$ cat src/rtl/pc_gen_bp.sv
// -----------------------------------------------------------------------------
// pc_gen_bp -- fetch program counter with a direct-mapped branch target buffer
//
// Purpose:
//   Holds the IF-stage fetch PC for the pipelined RV32 core. It selects the
//   next PC from trap redirects, EX redirects, stall, BTB prediction, or
//   sequential pc+4. The BTB is direct-mapped and uses 2-bit saturating
//   counters. EX resolution trains it.
//
// Ports:
//   clk               in   core clock, all state on the rising edge
//   rst_n             in   synchronous active-low reset
//   pc                out  current fetch PC (registered)
//   pred_taken        out  BTB predicts the instruction at pc is taken
//   pred_target       out  predicted target for pc (0 when no BTB hit)
//   pc_stall          in   hold pc
//   ex_redirect_taken in   EX mispredict, load ex_branch_target
//   ex_branch_target  in   correct next PC from EX
//   trap_valid        in   trap/exception/mret redirect (highest priority)
//   trap_vec          in   trap redirect target
//   upd_valid         in   EX resolved a branch/jump, train the BTB
//   upd_pc            in   PC of the resolved instruction
//   upd_taken         in   actual direction
//   upd_target        in   actual taken target
//
// Optional build macro PC_GEN_PERF_EN adds four XLEN-bit wrap-around
// performance counter outputs:
//   perf_cycles, perf_stalls, perf_redirects, perf_pred_taken.
// -----------------------------------------------------------------------------
module pc_gen_bp #(
  parameter int                XLEN        = 32,
  parameter logic [XLEN-1:0]   RESET_VEC   = '0,
  parameter int                BTB_ENTRIES = 16
) (
  input  logic            clk,
  input  logic            rst_n,
  output logic [XLEN-1:0] pc,
  output logic            pred_taken,
  output logic [XLEN-1:0] pred_target,
  input  logic            pc_stall,
  input  logic            ex_redirect_taken,
  input  logic [XLEN-1:0] ex_branch_target,
  input  logic            trap_valid,
  input  logic [XLEN-1:0] trap_vec,
  input  logic            upd_valid,
  input  logic [XLEN-1:0] upd_pc,
  input  logic            upd_taken,
  input  logic [XLEN-1:0] upd_target
`ifdef PC_GEN_PERF_EN
  ,
  output logic [XLEN-1:0] perf_cycles,
  output logic [XLEN-1:0] perf_stalls,
  output logic [XLEN-1:0] perf_redirects,
  output logic [XLEN-1:0] perf_pred_taken
`endif
);

  localparam int IDX_W = $clog2(BTB_ENTRIES);
  localparam int TAG_W = XLEN - IDX_W - 2;

  // ---------------------------------------------------------------------------
  // State
  // ---------------------------------------------------------------------------
  logic [XLEN-1:0]        pc_q, pc_d;
  logic [BTB_ENTRIES-1:0] valid_q, valid_d;

  // BTB payload arrays. They have no reset because only the valid bits need to
  // be cleared. The read is combinational, so these map to distributed RAM.
  logic [TAG_W-1:0]       btb_tag_q    [BTB_ENTRIES];
  logic [XLEN-1:0]        btb_target_q [BTB_ENTRIES];
  logic [1:0]             btb_ctr_q    [BTB_ENTRIES];

  // ---------------------------------------------------------------------------
  // Lookup on the registered pc
  // ---------------------------------------------------------------------------
  logic [IDX_W-1:0] lk_idx;
  logic [TAG_W-1:0] lk_tag;
  logic             lk_hit;
  logic             lk_taken;
  logic [XLEN-1:0]  lk_target;

  always_comb begin
    lk_idx    = pc_q[IDX_W+1:2];
    lk_tag    = pc_q[XLEN-1:IDX_W+2];
    lk_hit    = valid_q[lk_idx] && (btb_tag_q[lk_idx] == lk_tag);
    lk_taken  = lk_hit && btb_ctr_q[lk_idx][1];
    lk_target = lk_hit ? btb_target_q[lk_idx] : '0;
  end

  assign pc          = pc_q;
  assign pred_taken  = lk_taken;
  assign pred_target = lk_target;

  // ---------------------------------------------------------------------------
  // Next-PC selection
  // ---------------------------------------------------------------------------
  logic redirect;
  logic sel_pred;

  always_comb begin
    redirect = trap_valid || ex_redirect_taken;
    sel_pred = 1'b0;
    pc_d     = pc_q + XLEN'(4);   // wraps modulo 2^XLEN by construction
    if (trap_valid) begin
      pc_d = {trap_vec[XLEN-1:2], 2'b00};
    end else if (ex_redirect_taken) begin
      pc_d = {ex_branch_target[XLEN-1:2], 2'b00};
    end else if (pc_stall) begin
      pc_d = pc_q;
    end else if (lk_taken) begin
      pc_d     = {lk_target[XLEN-1:2], 2'b00};
      sel_pred = 1'b1;
    end
  end

  // ---------------------------------------------------------------------------
  // BTB training
  // ---------------------------------------------------------------------------
  logic [IDX_W-1:0] up_idx;
  logic [TAG_W-1:0] up_tag;
  logic             up_hit;
  logic             up_ctr_we;     // counter written (hit, or allocate)
  logic             up_entry_we;   // tag/target written (any taken update)
  logic [1:0]       up_ctr_d;
  logic [1:0]       up_ctr_old;

  always_comb begin
    up_idx      = upd_pc[IDX_W+1:2];
    up_tag      = upd_pc[XLEN-1:IDX_W+2];
    up_hit      = valid_q[up_idx] && (btb_tag_q[up_idx] == up_tag);
    up_ctr_old  = btb_ctr_q[up_idx];
    up_ctr_we   = upd_valid && (up_hit || upd_taken);
    // The tag is rewritten on a hit too. It carries the same value, so one
    // enable serves both the allocate and the retarget cases.
    up_entry_we = upd_valid && upd_taken;

    up_ctr_d = 2'b10;             // fresh allocation starts weakly taken
    if (up_hit) begin
      if (upd_taken) begin
        up_ctr_d = (up_ctr_old == 2'b11) ? 2'b11 : up_ctr_old + 2'd1;
      end else begin
        up_ctr_d = (up_ctr_old == 2'b00) ? 2'b00 : up_ctr_old - 2'd1;
      end
    end

    valid_d = valid_q;
    if (up_entry_we) begin
      valid_d[up_idx] = 1'b1;
    end
  end

  // The low address bits never take part in indexing.
  logic unused_upd_lsb;
  assign unused_upd_lsb = &{1'b0, upd_pc[1:0]};

  // ---------------------------------------------------------------------------
  // Registers
  // ---------------------------------------------------------------------------
  always_ff @(posedge clk) begin
    if (!rst_n) begin
      pc_q    <= RESET_VEC;
      valid_q <= '0;
    end else begin
      pc_q    <= pc_d;
      valid_q <= valid_d;
    end
  end

  // Reset discards any update presented in the same cycle. A lookup in this
  // cycle has already used the old array contents (write-after-read).
  always_ff @(posedge clk) begin
    if (rst_n && up_entry_we) begin
      btb_tag_q[up_idx]    <= up_tag;
      btb_target_q[up_idx] <= upd_target;
    end
    if (rst_n && up_ctr_we) begin
      btb_ctr_q[up_idx] <= up_ctr_d;
    end
  end

`ifdef PC_GEN_PERF_EN
  // ---------------------------------------------------------------------------
  // Performance counters
  // ---------------------------------------------------------------------------
  logic [XLEN-1:0] perf_cycles_q,     perf_cycles_d;
  logic [XLEN-1:0] perf_stalls_q,     perf_stalls_d;
  logic [XLEN-1:0] perf_redirects_q,  perf_redirects_d;
  logic [XLEN-1:0] perf_pred_taken_q, perf_pred_taken_d;

  always_comb begin
    perf_cycles_d     = perf_cycles_q + XLEN'(1);
    perf_stalls_d     = perf_stalls_q + XLEN'(pc_stall && !redirect);
    perf_redirects_d  = perf_redirects_q + XLEN'(redirect);
    perf_pred_taken_d = perf_pred_taken_q + XLEN'(sel_pred);
  end

  always_ff @(posedge clk) begin
    if (!rst_n) begin
      perf_cycles_q     <= '0;
      perf_stalls_q     <= '0;
      perf_redirects_q  <= '0;
      perf_pred_taken_q <= '0;
    end else begin
      perf_cycles_q     <= perf_cycles_d;
      perf_stalls_q     <= perf_stalls_d;
      perf_redirects_q  <= perf_redirects_d;
      perf_pred_taken_q <= perf_pred_taken_d;
    end
  end

  assign perf_cycles     = perf_cycles_q;
  assign perf_stalls     = perf_stalls_q;
  assign perf_redirects  = perf_redirects_q;
  assign perf_pred_taken = perf_pred_taken_q;
`else
  // Counters absent. These select terms only feed the counters.
  logic unused_perf;
  assign unused_perf = &{1'b0, redirect, sel_pred};
`endif

endmodule

$ cat config.mk
export PLATFORM = sky130hd
export DESIGN_NAME = pc_gen_bp
export DESIGN_NICKNAME = d
export VERILOG_FILES = /design/src/rtl/pc_gen_bp.sv
export SDC_FILE = /design/constraint.sdc
export NUM_CORES = 1
export LEC_CHECK = 0
export CAP_MARGIN = 40
export CORE_MARGIN = 8
export CORE_UTILIZATION = 61
export CTS_CLUSTER_SIZE = 28
export DETAILED_ROUTE_END_ITERATION = 8
export GPL_ROUTABILITY_DRIVEN = 0
export PLACE_DENSITY_LB_ADDON = 0.25
export SYNTH_ARGS = -nofsm -noshare
export SYNTH_HDL_FRONTEND = slang
export SYNTH_SLANG_ARGS = --single-unit
$ cat constraint.sdc
create_clock -name clk -period 6.6 [get_ports clk]
set_clock_uncertainty 0.1 [all_clocks]
set_input_delay 0.99 -clock clk [delete_from_list [all_inputs] [get_ports clk]]
set_output_delay 0.99 -clock clk [all_outputs]
set_load 0.005 [all_outputs]
==> impl_metrics.py <==
metrics = {
    "status": {
        "status": "finished, final reports clean",
    },
    "detailed_routing": {
        "wl_per_cell_um": 34.9,
        "drt-total-wl_mm": 122,
        "drtIter0Drc": 3234,
        "antenna_left": 0,
        "drc_errors": 0,
        "first_pass_iters": 5,
        "via_count": 24900,
        "vias_per_cell": 7.15,
    },
    "yosys": {
        "ys_seq_area_frac": 0.674,
        "postSynthCellCount": 2220,
        "synth_edf_count": 960,
        "synth_cell_types": 58,
        "yosys_register_bits": 1012,
        "synth_warnings": 0,
        "ys_top_cells_by_area": "edfxtp_1, mux4_2, dfxtp_1",
        "avgSynthCellArea_um2": 20.0,
        "syn_area_um2": 44300,
        "syn_nets": 2356,
        "synth_ff_type": "edfxtp_1",
        "synth.top_cell.area_share": 0.650,
        "ys_async_sr_fraction": 0,
        "synth_area_leader_cell": "edfxtp_1",
    },
    "sta": {
        "final.period_utilization": 0.962,
        "period_needed_ps": 6350,
        "maxSlewHeadroom": 0.352,
        "slew_viol_final": 0,
        "tightest_slew_ps": 972,
        "rsz0062_at_grt": "no",
        "final-hold-violation-count": 0,
        "setup_viol": 0,
        "fmax_ghz": 0.158,
        "setup_tns_ps": 0,
    },
    "placed_design": {
        "dp_hpwl_mm": 72.0,
        "port_buffers": 193,
    },
    "clock_network": {
        "cts_buffers": 100,
        "cts.path.max_buffers": 3,
        "path_clk_slew_ps": 60,
        "clock-sinks": 1012,
        "cts_hold_buf": 0,
        "cts_resized": 0,
        "cts_root_buffer": "clkbuf_16",
        "cts_tree": "built",
        "post_cts.repair.setup_buffers": 0,
        "ctsHtreeMaxLevel": 3,
        "insertion_delay_ps": 680,
    },
    "critical_path": {
        "cp-end-kind": "primary output",
        "crit_cells": 10,
        "critPathTopFamily": "simple AND/OR/NAND/NOR gates",
        "cp_num_buf_inv": 2,
        "endpoint": "pred_target[29]",
        "required_ps": 5510,
        "cp-start-kind": "flip-flop",
        "cp_slowest_cell": "dfxtp_4",
        "cpPeakStageDelay_ps": 920,
        "r2r_cells": 10,
        "cp_cell_sequence": "mux4_2, mux2i_1, mux2_2, nor4_1, o211ai_1, nor4_4, nand3_2, buf_4, nor2b_1, clkdlybuf4s50_1",
        "worstSetupPathType": "reg -> out",
        "r2r_slack_ps": 1680,
        "path_max_fanout": 47,
        "arrival_ps": 5260,
    },
    "cells_and_area": {
        "synthToLayoutAreaGrowth_pct": 15.3,
        "utilization": 0.705,
        "post_route_cells_drive_above_1_share": 0.283,
        "final_nets": 2575,
    },
    "power": {
        "power.density_nw_per_um2": 277,
        "switching_share": 0.232,
        "ir_drop_uv": 239,
        "power_frac_comb": 0.090,
        "p_sw_uw": 3270,
        "leakagePower_uw": 0.0161,
        "clkPwrFrac": 0.403,
        "pwr-share-seq": 0.507,
        "internal-power_uw": 10900,
    },
    "worst_hold_path": {
        "min_path_type": "reg -> reg",
        "hold_depth": 2,
    },
    "grt": {
        "grt_pass1_wl_mm": 178,
        "grt_remaining_overflow": 0,
        "grt_start_max_net_pins": 67,
        "grt_util_all_layers": 0.298,
        "antenna_found_initial": 4,
        "first_global_vias": 25900,
    },
    "floorplanning": {
        "die_h_um": 286,
        "die_width_um": 286,
        "row_count": 99,
        "start_util": 0.612,
        "io_pins": 200,
        "die_area_um2": 81500,
        "coreArea_um2": 72500,
    },
    "run": {
        "max_cap_violations": 0,
    },
}
[worst min-delay path by stage]
| stage | endpoint | startpoint | slack, ps |
|---|---|---|---|
| 4_1_cts | pc[0] | pc[0] | 360 |
| 5_1_grt | pc[1] | pc[1] | 390 |
| 2_1_floorplan | pc[0] | pc[0] | 330 |
| 3_3_place_gp | pc[0] | pc[0] | 330 |
| 6_report | pc[0] | pc[0] | 350 |
| 3_5_place_dp | pc[0] | pc[0] | 340 |
[Yosys cell counts, drive strengths merged (5+ instances only)]
cell / count
edfxtp: 960
mux4: 417
clkbuf: 83
buf: 77
nand2: 65
xnor2: 59
nand3: 57
dfxtp: 52
mux2i: 45
nand2b: 43
nor2: 36
nor2b: 35
nand4: 34
a221o: 28
and3: 24
nor3: 22
and2: 20
o211ai: 20
xor2: 19
a21o: 16
inv: 12
nor4: 12
o221ai: 11
o22ai: 10
o21ai: 8
a31oi: 6
mux2: 5
[cell usage in the layout (no fill, tap or decap), types with 5 or more instances in the layout]
master,count
o211ai_1,20
nor2_1,18
bufinv_16,6
nor3_1,21
nor2b_1,35
nand2b_1,43
clkbuf_16,103
clkdlybuf4s50_1,186
xnor2_1,59
o221ai_2,10
a31oi_1,6
clkinv_4,6
xor2_1,19
nor4_1,11
buf_2,5
clkbuf_8,5
and3_1,24
clkinv_2,20
and2_1,20
clkbuf_1,18
inv_1,10
nor2_4,16
diode_2,5
mux4_2,417
o21ai_0,8
buf_4,64
a221o_1,28
nand4_1,33
dfxtp_1,48
edfxtp_1,960
mux2i_1,45
clkinvlp_4,10
o22ai_1,10
mux2_2,5
a21o_1,16
nand2_1,65
clkinv_1,11
nand3_1,56
buf_12,18
clkinv_16,6
[cell families after synthesis]
| group | after synthesis | synth area share |
|---|---|---|
| AO/OA/AOI/OAI | 127 | 0.0244 |
| multiplexers | 467 | 0.223 |
| AND/OR/NAND/NOR | 363 | 0.0443 |
| XOR/XNOR | 78 | 0.0154 |
| buffers and inverters | 172 | 0.0183 |
| adder cells (fa/ha/maj) | 1 | 0.000282 |
| flip-flops | 1012 | 0.674 |
[cell type report]
class | count | area, um^2
inverters | 12 | 46.3
diodes | 5 | 12.5
well taps | 959 | 1200
clock buffers | 127 | 2720
multi-input cells | 1036 | 13800
clock inverters | 59 | 641
fillers | 4265 | 21400
repair buffers | 277 | 2820
flip-flops and latches | 1012 | 29900
[flip-flops by register name, summed over array words and instances (netlist names), named ones only]
register	cells
btb_ctr_q	32
valid_q	16
btb_target_q	512
pc	32
btb_tag_q	416
[through the flow]
step                      worst slack (ps)  std cells  hold slack (ps)  area, um^2  power, uW
after floorplan                        948       2220              331       44300       8040
after global placement                1100       3289              334       47600       8520
after global routing                   149       3483              389       51100      14500
after CTS                              301       3480              356       51100      14200
after detailed placement              1040       3294              337       47700       8550
final                                  253       3487              354       51100      14100
[tightest hold or removal path, stage by stage, from the launching register on]
cell and delay (ps):
dfxtp_1 320, inv_1 50, a2111oi_0 50
[power by group through the flow]
stage / Clock, uW / Sequential (uW) / Combinational (uW)
after detailed placement: 0 / 7310 / 1240
after CTS: 5740 / 7170 / 1250
after global routing: 5970 / 7180 / 1320
after global placement: 0 / 7300 / 1210
final: 5700 / 7180 / 1270
after floorplan: 0 / 7240 / 798
[per-layer routing]
metal	routed length [um]	GRT usage
met1	42900	0.407
met2	58100	0.469
met3	15900	0.0776
met4	4680	0.109
met5	22	0
(Power assumes the default switching activity.)
